==> src/rtl/pipe_hazard_ctrl_pkg.sv <==
// Shared encodings for the pipeline hazard controller: forwarding selects,
// MDU sequencer states and the shadow-stage field width.
package pipe_hazard_ctrl_pkg;

    typedef enum logic [1:0] {
        FWD_RF    = 2'b00,
        FWD_EXMEM = 2'b01,
        FWD_MEMWB = 2'b10
    } fwd_sel_e;

    typedef enum logic {
        MDU_IDLE = 1'b0,
        MDU_BUSY = 1'b1
    } mdu_state_e;

    // Number of single-bit flags per shadow stage: we, load, mdu, rs1_used, rs2_used
    localparam int unsigned SHADOW_FLAGS = 5;

    // Shadow payload width (rd, rs1, rs2 plus flags), excluding the valid bit
    function automatic int unsigned shadow_w(input int unsigned aw);
        return 3 * aw + SHADOW_FLAGS;
    endfunction

endpackage

==> src/rtl/pipe_hazard_ctrl_shadow_stage.sv <==
// One shadow pipeline stage: valid bit plus payload, with load, hold and
// synchronous bubble insertion (clear of the valid bit).
module pipe_shadow_stage
    import pipe_hazard_ctrl_pkg::*;
#(
    parameter int unsigned W = shadow_w(5)
) (
    input  logic         clk,
    input  logic         rst_n,
    input  logic         load_en,
    input  logic         clr,
    input  logic         valid_d,
    input  logic [W-1:0] data_d,
    output logic         valid_q,
    output logic [W-1:0] data_q
);

    // Stage register: clear wins over load; neither means hold
    always_ff @(posedge clk or negedge rst_n) begin
        if (!rst_n) begin
            valid_q <= 1'b0;
            data_q  <= '0;
        end else if (clr) begin
            valid_q <= 1'b0;
        end else if (load_en) begin
            valid_q <= valid_d;
            data_q  <= data_d;
        end
    end

endmodule

==> src/rtl/pipe_hazard_ctrl.sv <==
// Pipeline hazard sequencer: load-use stalls, taken-branch flushes, MDU
// occupancy stalls with watchdog, and EX operand forwarding selects, all
// derived from an internal EX/MEM/WB shadow of decode-stage fields.
module pipe_hazard_ctrl
    import pipe_hazard_ctrl_pkg::*;
#(
    parameter int unsigned REG_AW      = 5,
    parameter int unsigned MDU_TIMEOUT = 64
) (
    input  logic              clk,
    input  logic              rst_n,
    input  logic              id_valid_i,
    input  logic [REG_AW-1:0] id_rs1_i,
    input  logic [REG_AW-1:0] id_rs2_i,
    input  logic              id_rs1_used_i,
    input  logic              id_rs2_used_i,
    input  logic [REG_AW-1:0] id_rd_i,
    input  logic              id_reg_we_i,
    input  logic              id_is_load_i,
    input  logic              id_is_mdu_i,
    input  logic              ex_br_taken_i,
    input  logic              mdu_done_i,
    output logic              stall_pc_o,
    output logic              stall_if_id_o,
    output logic              flush_if_id_o,
    output logic              bubble_id_ex_o,
    output logic              hold_id_ex_o,
    output logic              mdu_start_o,
    output logic              mdu_err_o,
    output logic [1:0]        fwd_a_o,
    output logic [1:0]        fwd_b_o
);

    typedef struct packed {
        logic [REG_AW-1:0] rd;
        logic [REG_AW-1:0] rs1;
        logic [REG_AW-1:0] rs2;
        logic              we;
        logic              load;
        logic              mdu;
        logic              rs1_used;
        logic              rs2_used;
    } shadow_t;

    localparam int unsigned SW   = $bits(shadow_t);
    localparam int unsigned WD_W = $clog2(MDU_TIMEOUT + 1);
    localparam logic [WD_W-1:0] WD_LAST = WD_W'(MDU_TIMEOUT - 1);

    shadow_t         id_f, ex_q, mem_q, wb_q;
    logic [SW-1:0]   ex_raw, mem_raw, wb_raw;
    logic            ex_v, mem_v, wb_v;

    mdu_state_e      state_q, state_d;
    logic [WD_W-1:0] wd_q, wd_d;
    logic            err_q, err_d;
    logic            mdu_launch, wd_expired, mdu_stall;
    logic            load_use, br_flush;

    assign id_f = '{rd: id_rd_i, rs1: id_rs1_i, rs2: id_rs2_i,
                    we: id_reg_we_i, load: id_is_load_i, mdu: id_is_mdu_i,
                    rs1_used: id_rs1_used_i, rs2_used: id_rs2_used_i};

    // EX holds during an MDU stall; MEM receives a bubble for every held cycle
    pipe_shadow_stage #(.W(SW)) u_ex (
        .clk(clk), .rst_n(rst_n), .load_en(~hold_id_ex_o), .clr(1'b0),
        .valid_d(id_valid_i & ~bubble_id_ex_o), .data_d(id_f),
        .valid_q(ex_v), .data_q(ex_raw)
    );

    pipe_shadow_stage #(.W(SW)) u_mem (
        .clk(clk), .rst_n(rst_n), .load_en(1'b1), .clr(hold_id_ex_o),
        .valid_d(ex_v), .data_d(ex_raw),
        .valid_q(mem_v), .data_q(mem_raw)
    );

    pipe_shadow_stage #(.W(SW)) u_wb (
        .clk(clk), .rst_n(rst_n), .load_en(1'b1), .clr(1'b0),
        .valid_d(mem_v), .data_d(mem_raw),
        .valid_q(wb_v), .data_q(wb_raw)
    );

    assign ex_q  = shadow_t'(ex_raw);
    assign mem_q = shadow_t'(mem_raw);
    assign wb_q  = shadow_t'(wb_raw);

    // Later stages only need rd/we for forwarding
    logic unused_fields;
    assign unused_fields = ^{mem_q.rs1, mem_q.rs2, mem_q.load, mem_q.mdu,
                             mem_q.rs1_used, mem_q.rs2_used,
                             wb_q.rs1, wb_q.rs2, wb_q.load, wb_q.mdu,
                             wb_q.rs1_used, wb_q.rs2_used};

    assign mdu_launch = ex_v & ex_q.mdu;
    assign wd_expired = (wd_q == WD_LAST);

    // MDU sequencer state, watchdog and sticky error register
    always_ff @(posedge clk or negedge rst_n) begin
        if (!rst_n) begin
            state_q <= MDU_IDLE;
            wd_q    <= '0;
            err_q   <= 1'b0;
        end else begin
            state_q <= state_d;
            wd_q    <= wd_d;
            err_q   <= err_d;
        end
    end

    // MDU next-state, launch pulse and stall request
    always_comb begin
        state_d     = state_q;
        wd_d        = wd_q;
        err_d       = err_q;
        mdu_start_o = 1'b0;
        mdu_stall   = 1'b0;
        unique case (state_q)
            MDU_IDLE: begin
                if (mdu_launch) begin
                    mdu_start_o = 1'b1;
                    if (!mdu_done_i) begin
                        state_d   = MDU_BUSY;
                        wd_d      = '0;
                        mdu_stall = 1'b1;
                    end
                end
            end
            MDU_BUSY: begin
                wd_d = wd_q + 1'b1;
                if (mdu_done_i || wd_expired) begin
                    state_d = MDU_IDLE;
                    if (!mdu_done_i) err_d = 1'b1;
                end else begin
                    mdu_stall = 1'b1;
                end
            end
            default: state_d = MDU_IDLE;
        endcase
    end

    assign mdu_err_o = err_q;

    assign load_use = id_valid_i & ex_v & ex_q.load & ex_q.we & (ex_q.rd != '0) &
                      ((id_rs1_used_i & (id_rs1_i == ex_q.rd)) |
                       (id_rs2_used_i & (id_rs2_i == ex_q.rd)));

    // Gated by reset so every output reads 0 while rst_n is low
    assign br_flush = ex_br_taken_i & rst_n;

    // Pipeline control priority: MDU occupancy, then branch flush, then load-use
    always_comb begin
        stall_pc_o     = 1'b0;
        stall_if_id_o  = 1'b0;
        flush_if_id_o  = 1'b0;
        bubble_id_ex_o = 1'b0;
        hold_id_ex_o   = 1'b0;
        if (mdu_stall) begin
            stall_pc_o    = 1'b1;
            stall_if_id_o = 1'b1;
            hold_id_ex_o  = 1'b1;
        end else if (br_flush) begin
            flush_if_id_o  = 1'b1;
            bubble_id_ex_o = 1'b1;
        end else if (load_use) begin
            stall_pc_o     = 1'b1;
            stall_if_id_o  = 1'b1;
            bubble_id_ex_o = 1'b1;
        end
    end

    function automatic fwd_sel_e fwd_pick(input logic used, input logic [REG_AW-1:0] rs,
                                          input logic mv, input shadow_t m,
                                          input logic wv, input shadow_t w);
        if (!used || rs == '0)            return FWD_RF;
        if (mv && m.we && (m.rd == rs))   return FWD_EXMEM;
        if (wv && w.we && (w.rd == rs))   return FWD_MEMWB;
        return FWD_RF;
    endfunction

    assign fwd_a_o = fwd_pick(ex_q.rs1_used, ex_q.rs1, mem_v, mem_q, wb_v, wb_q);
    assign fwd_b_o = fwd_pick(ex_q.rs2_used, ex_q.rs2, mem_v, mem_q, wb_v, wb_q);

endmodule
==> config.mk <==
export PLATFORM = sky130hd
export DESIGN_NAME = pipe_hazard_ctrl
export DESIGN_NICKNAME = d
export VERILOG_FILES = /design/src/rtl/pipe_hazard_ctrl_pkg.sv /design/src/rtl/pipe_hazard_ctrl_shadow_stage.sv /design/src/rtl/pipe_hazard_ctrl.sv
export SDC_FILE = /design/constraint.sdc
export NUM_CORES = 1
export LEC_CHECK = 0
export CORE_ASPECT_RATIO = 0.5
export CORE_UTILIZATION = 48
export DETAILED_ROUTE_END_ITERATION = 8
export GPL_ROUTABILITY_DRIVEN = 1
export PLACE_DENSITY = 0.72
export SYNTH_ARGS = -nofsm -noshare
export SYNTH_HDL_FRONTEND = slang
export SYNTH_HIERARCHICAL = 1
export SYNTH_SLANG_ARGS = --single-unit
export TNS_END_PERCENT = 50
==> constraint.sdc <==
create_clock -name clk -period 4.05 [get_ports clk]
set_input_delay 0.6075 -clock clk [delete_from_list [all_inputs] [get_ports clk]]
set_output_delay 0.6075 -clock clk [all_outputs]
set_load 0.01 [all_outputs]
==> reports/metrics.json <==
{
  "placement_row_count": {"value": 17},
  "vdd.ir_drop.worst": {"value": 0.000260, "unit": "V"},
  "post_cts_hold_buffer_count": {"value": 0},
  "io_pins": {"value": 36},
  "netlist_area": {"value": 2410, "unit": "um^2"},
  "vias": {"value": 1535},
  "final.setup.tns": {"value": 0, "unit": "ps"},
  "crit_path_kind": {"value": "input pin to primary output"},
  "worst-path-buf-inv": {"value": 2},
  "antenna_violating_nets_post_route": {"value": 0},
  "final_min_period_over_clock_period": {"value": 0.788},
  "place.port_buffers": {"value": 35},
  "synthCells": {"value": 190},
  "cts_tree": {"value": "yes"},
  "die_x": {"value": 102, "unit": "um"},
  "timing.hold.worst.class": {"value": "input pin to asynchronous set/reset pin"},
  "drt_drc_violations_left": {"value": 0},
  "cell_with_the_largest_stage_delay_on_the_worst_path": {"value": "sky130_fd_sc_hd__clkdlybuf4s50_1"},
  "drt_iter0_drc": {"value": 42},
  "syn_to_final_growth": {"value": 23.2, "unit": "%"},
  "skew_final": {"value": 7.55, "unit": "ps"},
  "die_footprint": {"value": 5330, "unit": "um^2"},
  "number_of_diodes": {"value": 0},
  "yosys_warnings": {"value": 6},
  "critical_path.top_delay_family": {"value": "buffers and inverters"},
  "place.gp.congestion": {"value": 0.749},
  "path_common_cell": {"value": "sky130_fd_sc_hd__clkdlybuf4s50_1"},
  "place_worst_setup_slack": {"value": 865, "unit": "ps"},
  "grt_pass1_vias": {"value": 1531},
  "timing.critical_path.cells": {"value": "clkdlybuf4s50_1 > xor2_1 > nor4_1 > a32oi_1 > o21ai_0 > clkdlybuf4s50_1"},
  "finalNetCount": {"value": 259},
  "wl": {"value": 4630, "unit": "um"},
  "cts_max_level": {"value": 2},
  "initial_utilization": {"value": 0.523},
  "post_cts.resized_instances": {"value": 0},
  "number_of_clock_sinks": {"value": 44},
  "timing_max_transition_violations_final": {"value": 0},
  "die_h": {"value": 52.1, "unit": "um"},
  "cts_max_path_buffers": {"value": 2},
  "finalHoldViolCount": {"value": 0},
  "cp_data_required_time": {"value": 3440, "unit": "ps"},
  "grt_setup_unrepaired": {"value": "false"},
  "coreArea": {"value": 4620, "unit": "um^2"},
  "maxClockFrequency": {"value": 0.313, "unit": "GHz"},
  "antenna_found_initial": {"value": 0},
  "global_route_wire_length_before_repair": {"value": 7710, "unit": "um"},
  "post_drt_via_cell_ratio": {"value": 5.12},
  "cts_made_buffers": {"value": 5},
  "final_core_util": {"value": 0.644},
  "route.detailed.wl_per_inst": {"value": 15.4, "unit": "um"},
  "crit_path_end_kind": {"value": "primary output"},
  "post_route_cells_drive_above_1_share": {"value": 0.205},
  "cts.repair_timing.setup_buffer_count": {"value": 0},
  "max-slew-margin-rel": {"value": 0.449},
  "firstDrtPassIters": {"value": 4},
  "critical_path.max_stage_delay": {"value": 580, "unit": "ps"},
  "status": {"value": "finished, final reports clean"},
  "final.fill_count": {"value": 371},
  "power.leakage": {"value": 1.32, "unit": "nW"},
  "timing.hold.ws": {"value": 428, "unit": "ps"},
  "timing_worst_slew_pin_value": {"value": 824, "unit": "ps"},
  "path_clk_slew": {"value": 80, "unit": "ps"},
  "syn-mean-instance-area": {"value": 12.7, "unit": "um^2"},
  "grt.total_usage": {"value": 0.201},
  "setup_viol": {"value": 0},
  "finalCriticalPeriod": {"value": 3190, "unit": "ps"},
  "cts-root-buf": {"value": "sky130_fd_sc_hd__clkbuf_8"},
  "cap_viol_max_count": {"value": 0},
  "globalRoute.totalOverflow": {"value": 0},
  "dp.final_hpwl": {"value": 3510, "unit": "um"},
  "critPathArrivalTime": {"value": 2580, "unit": "ps"},
  "post-route-worst-setup-slack": {"value": 858, "unit": "ps"},
  "critical_path.startpoint_type": {"value": "input pin"},
  "largest_net_degree_at_the_start_of_global_routing": {"value": 45},
  "clock_insertion_delay_worst_skew": {"value": 300, "unit": "ps"},
  "critPathMaxFanout": {"value": 3},
  "power.density": {"value": 468, "unit": "nW/um^2"}
}
==> path summary, 6_finish.rpt <==
kind                              from  cells after the start              end  slack [ps]
setup / recovery           id_rs2_i[4]                      6       stall_pc_o         860
hold reg to reg              mdu_err_o                      2        mdu_err_o         470
hold / removal                   rst_n                      2          wd_q[6]         430
max in group asynchronous        rst_n                      2  u_wb/data_q[16]        3250
min in group clk             mdu_err_o                      2        mdu_err_o         470
setup reg to reg               state_q                      4  u_ex/data_q[11]        1620
==> registers in the layout, indices dropped and copies added (netlist names) <==
name	cells
mdu_err_o	1
state_q	1
u_ex/data_q	20
u_ex/valid_q	1
u_mem/data_q	6
u_mem/valid_q	1
u_wb/data_q	6
u_wb/valid_q	1
wd_q	7
==> where the power goes <==
group          internal, mW  switching, mW  leakage, nW  total, mW
sequential            0.519          0.110        0.529      0.629
combinational         0.195          0.109        0.709      0.304
clock                 0.308          0.150       0.0784      0.458
==> through the flow <==
step                instance area [um^2]  power [mW]  cells
floorplan                           2430       0.847    196
global placement                    2810       0.930    292
detailed placement                  2810       0.945    292
CTS                                 2970        1.41    300
global route                        2970        1.47    300
finish                              2970        1.39    300
==> placed cells by master (no fill, tap or decap), types with 5 or more instances in the layout <==
cell type,instances
sky130_fd_sc_hd__nand2_1,9
sky130_fd_sc_hd__clkbuf_8,5
sky130_fd_sc_hd__dfrtp_1,44
sky130_fd_sc_hd__o21ai_0,9
sky130_fd_sc_hd__xnor2_1,16
sky130_fd_sc_hd__nor2_1,6
sky130_fd_sc_hd__inv_1,6
sky130_fd_sc_hd__xor2_1,13
sky130_fd_sc_hd__nor4_1,5
sky130_fd_sc_hd__mux2_4,32
sky130_fd_sc_hd__conb_1,8
sky130_fd_sc_hd__clkdlybuf4s50_1,34
sky130_fd_sc_hd__nand4_1,6
==> routing by layer <==
metal  GRT usage  wire length [um]  up-vias
li1            -                 -      758
met1       0.274              2340      755
met2       0.311              2110       15
met3      0.0484               117        7
met4      0.0786                69        0
met5           0                 0        -
==> worst reg2reg max path: stages (launching register included) <==
cell and delay [ps]:
sky130_fd_sc_hd__dfrtp_1 560, sky130_fd_sc_hd__nand3_1 250, sky130_fd_sc_hd__o311ai_4 390, sky130_fd_sc_hd__nor2b_4 760, sky130_fd_sc_hd__mux2_4 370
==> layout make-up <==
class / instances / area (um^2) / area share
clock buffers: 5 / 68.8 / 0.0232
repair buffers: 36 / 353 / 0.119
inverters: 6 / 22.5 / 0.00758
multi-input cells: 140 / 1250 / 0.422
flip-flops and latches: 44 / 1100 / 0.371
clock inverters: 3 / 90.1 / 0.0303
well taps: 66 / 82.6 / 0.0278
Power figures use the tool's default switching activity.
==> edit: new RTL, config.mk and constraints unchanged <==
Change the parameter `MDU_TIMEOUT` from 64 to 128.
--- a/src/rtl/pipe_hazard_ctrl.sv
+++ b/src/rtl/pipe_hazard_ctrl.sv
@@ -5,7 +5,7 @@
     import pipe_hazard_ctrl_pkg::*;
 #(
     parameter int unsigned REG_AW      = 5,
-    parameter int unsigned MDU_TIMEOUT = 64
+    parameter int unsigned MDU_TIMEOUT = 128
 ) (
     input  logic              clk,
     input  logic              rst_n,
Check against the original RTL: same outputs for any inputs over 10 cycles, from zero or initial values and one cycle with rst_n low; that may be too few to reach the edited logic, so the function may still have changed.
==> edit against the original RTL <==
Setup slack worse by 0.050 ns; sequential power rose by 4.1%; cell area unchanged; routed wire length up 5.9%; sequential share of layout area up 0.84 points; sequential cell count rose by 1; synthesized area is 1.9% higher; power down 4.9%; critical path type unchanged; critical endpoint unchanged; largest power group unchanged.
==> edit: results (changes against the original RTL) <==
# clk buffers - 7 (+2)
Final HPWL DP - 3585 um (+2.1%)
clk tree area frac - 0.03916 (-0.01432)
fillers - 363 (-2.2%)
slowest stage delay, CP - 0.62 ns (+0.04 ns)
CP Data Arrival Time - 2.63 ns (+0.05 ns)
Inverters excl. clock - 3 (-3)
Routed WL per cell - 16.09 um (+4.1%)
multi-input combinational area share - 0.4316 (+0.009685)
CTS Sinks - 45 (+2.3%)
fraction of layout cells with a size suffix above 1 - 0.2092 (+0.004077)
Synth Warn # - 6 (unchanged)
static leakage - 1.304 nW (-0.94%)
WL final - 4906 um (+5.9%)
Multi-Input Combinational - 147 (+5.0%)
Power Density - 445.6 nW/um^2 (-4.9%)
combinational power - 319 uW (+5%)
Vias/cell - 5.141 (+0.48%)
dpl ws - 0.8564 ns (-0.008185 ns)
DP Area - 2855 sq um (+1.5%)
GR Util All Layers - 0.2163 (+0.01531)
multi-input logic area - 1282 sq um (+2.3%)
first-pass GRT wire length - 8252 um (+7.0%)
# placed instances - 297 (+1.7%)
Largest regs - u_ex/data_q: 20 flops, wd_q: 8 flops
Syn Std Cell Area - 2457 sq um (+1.9%)
final-stage net count - 264 (+1.9%)
reported net switching power - 385.7 uW (+4.4%)
Worst Max-Slew Pin Slew - 0.8591 ns (+0.03497 ns)
largest net degree at the start of global routing - 46 (+2.2%)
outcome - finished clean
number of global-route vias before repair - 1628 (+6.3%)
sequential power - 655 uW (+4.1%)
post-synthesis average cell area - 12.60 sq um (-0.74%)
sequential share of cell area - 0.3789 (+0.008420)
[edit: routing by layer]
metal | wire, um | part of all wire | global-route usage
met5 | 0 | 0 | 0
met4 | 44 | 0.0090 | 0.07042
met3 | 161 | 0.033 | 0.05600
met2 | 2357 | 0.48 | 0.3522
met1 | 2342 | 0.48 | 0.2843
[edit: final timing paths]
path                                        from                           to  slack [ns]  cells after the start
min in group clk           mdu_err_o$_DFFE_PN0P_        mdu_err_o$_DFFE_PN0P_        0.49                      2
min                                        rst_n        mdu_err_o$_DFFE_PN0P_        0.40                      2
max reg2reg                  wd_q[0]$_DFFE_PN0P_   u_ex/data_q[3]$_DFFE_PN0P_        1.63                      5
max                                  id_rs2_i[0]                   stall_pc_o        0.81                      6
min reg2reg                mdu_err_o$_DFFE_PN0P_        mdu_err_o$_DFFE_PN0P_        0.49                      2
max in group asynchronous                  rst_n  u_wb/data_q[15]$_DFFE_PN0P_        3.24                      2
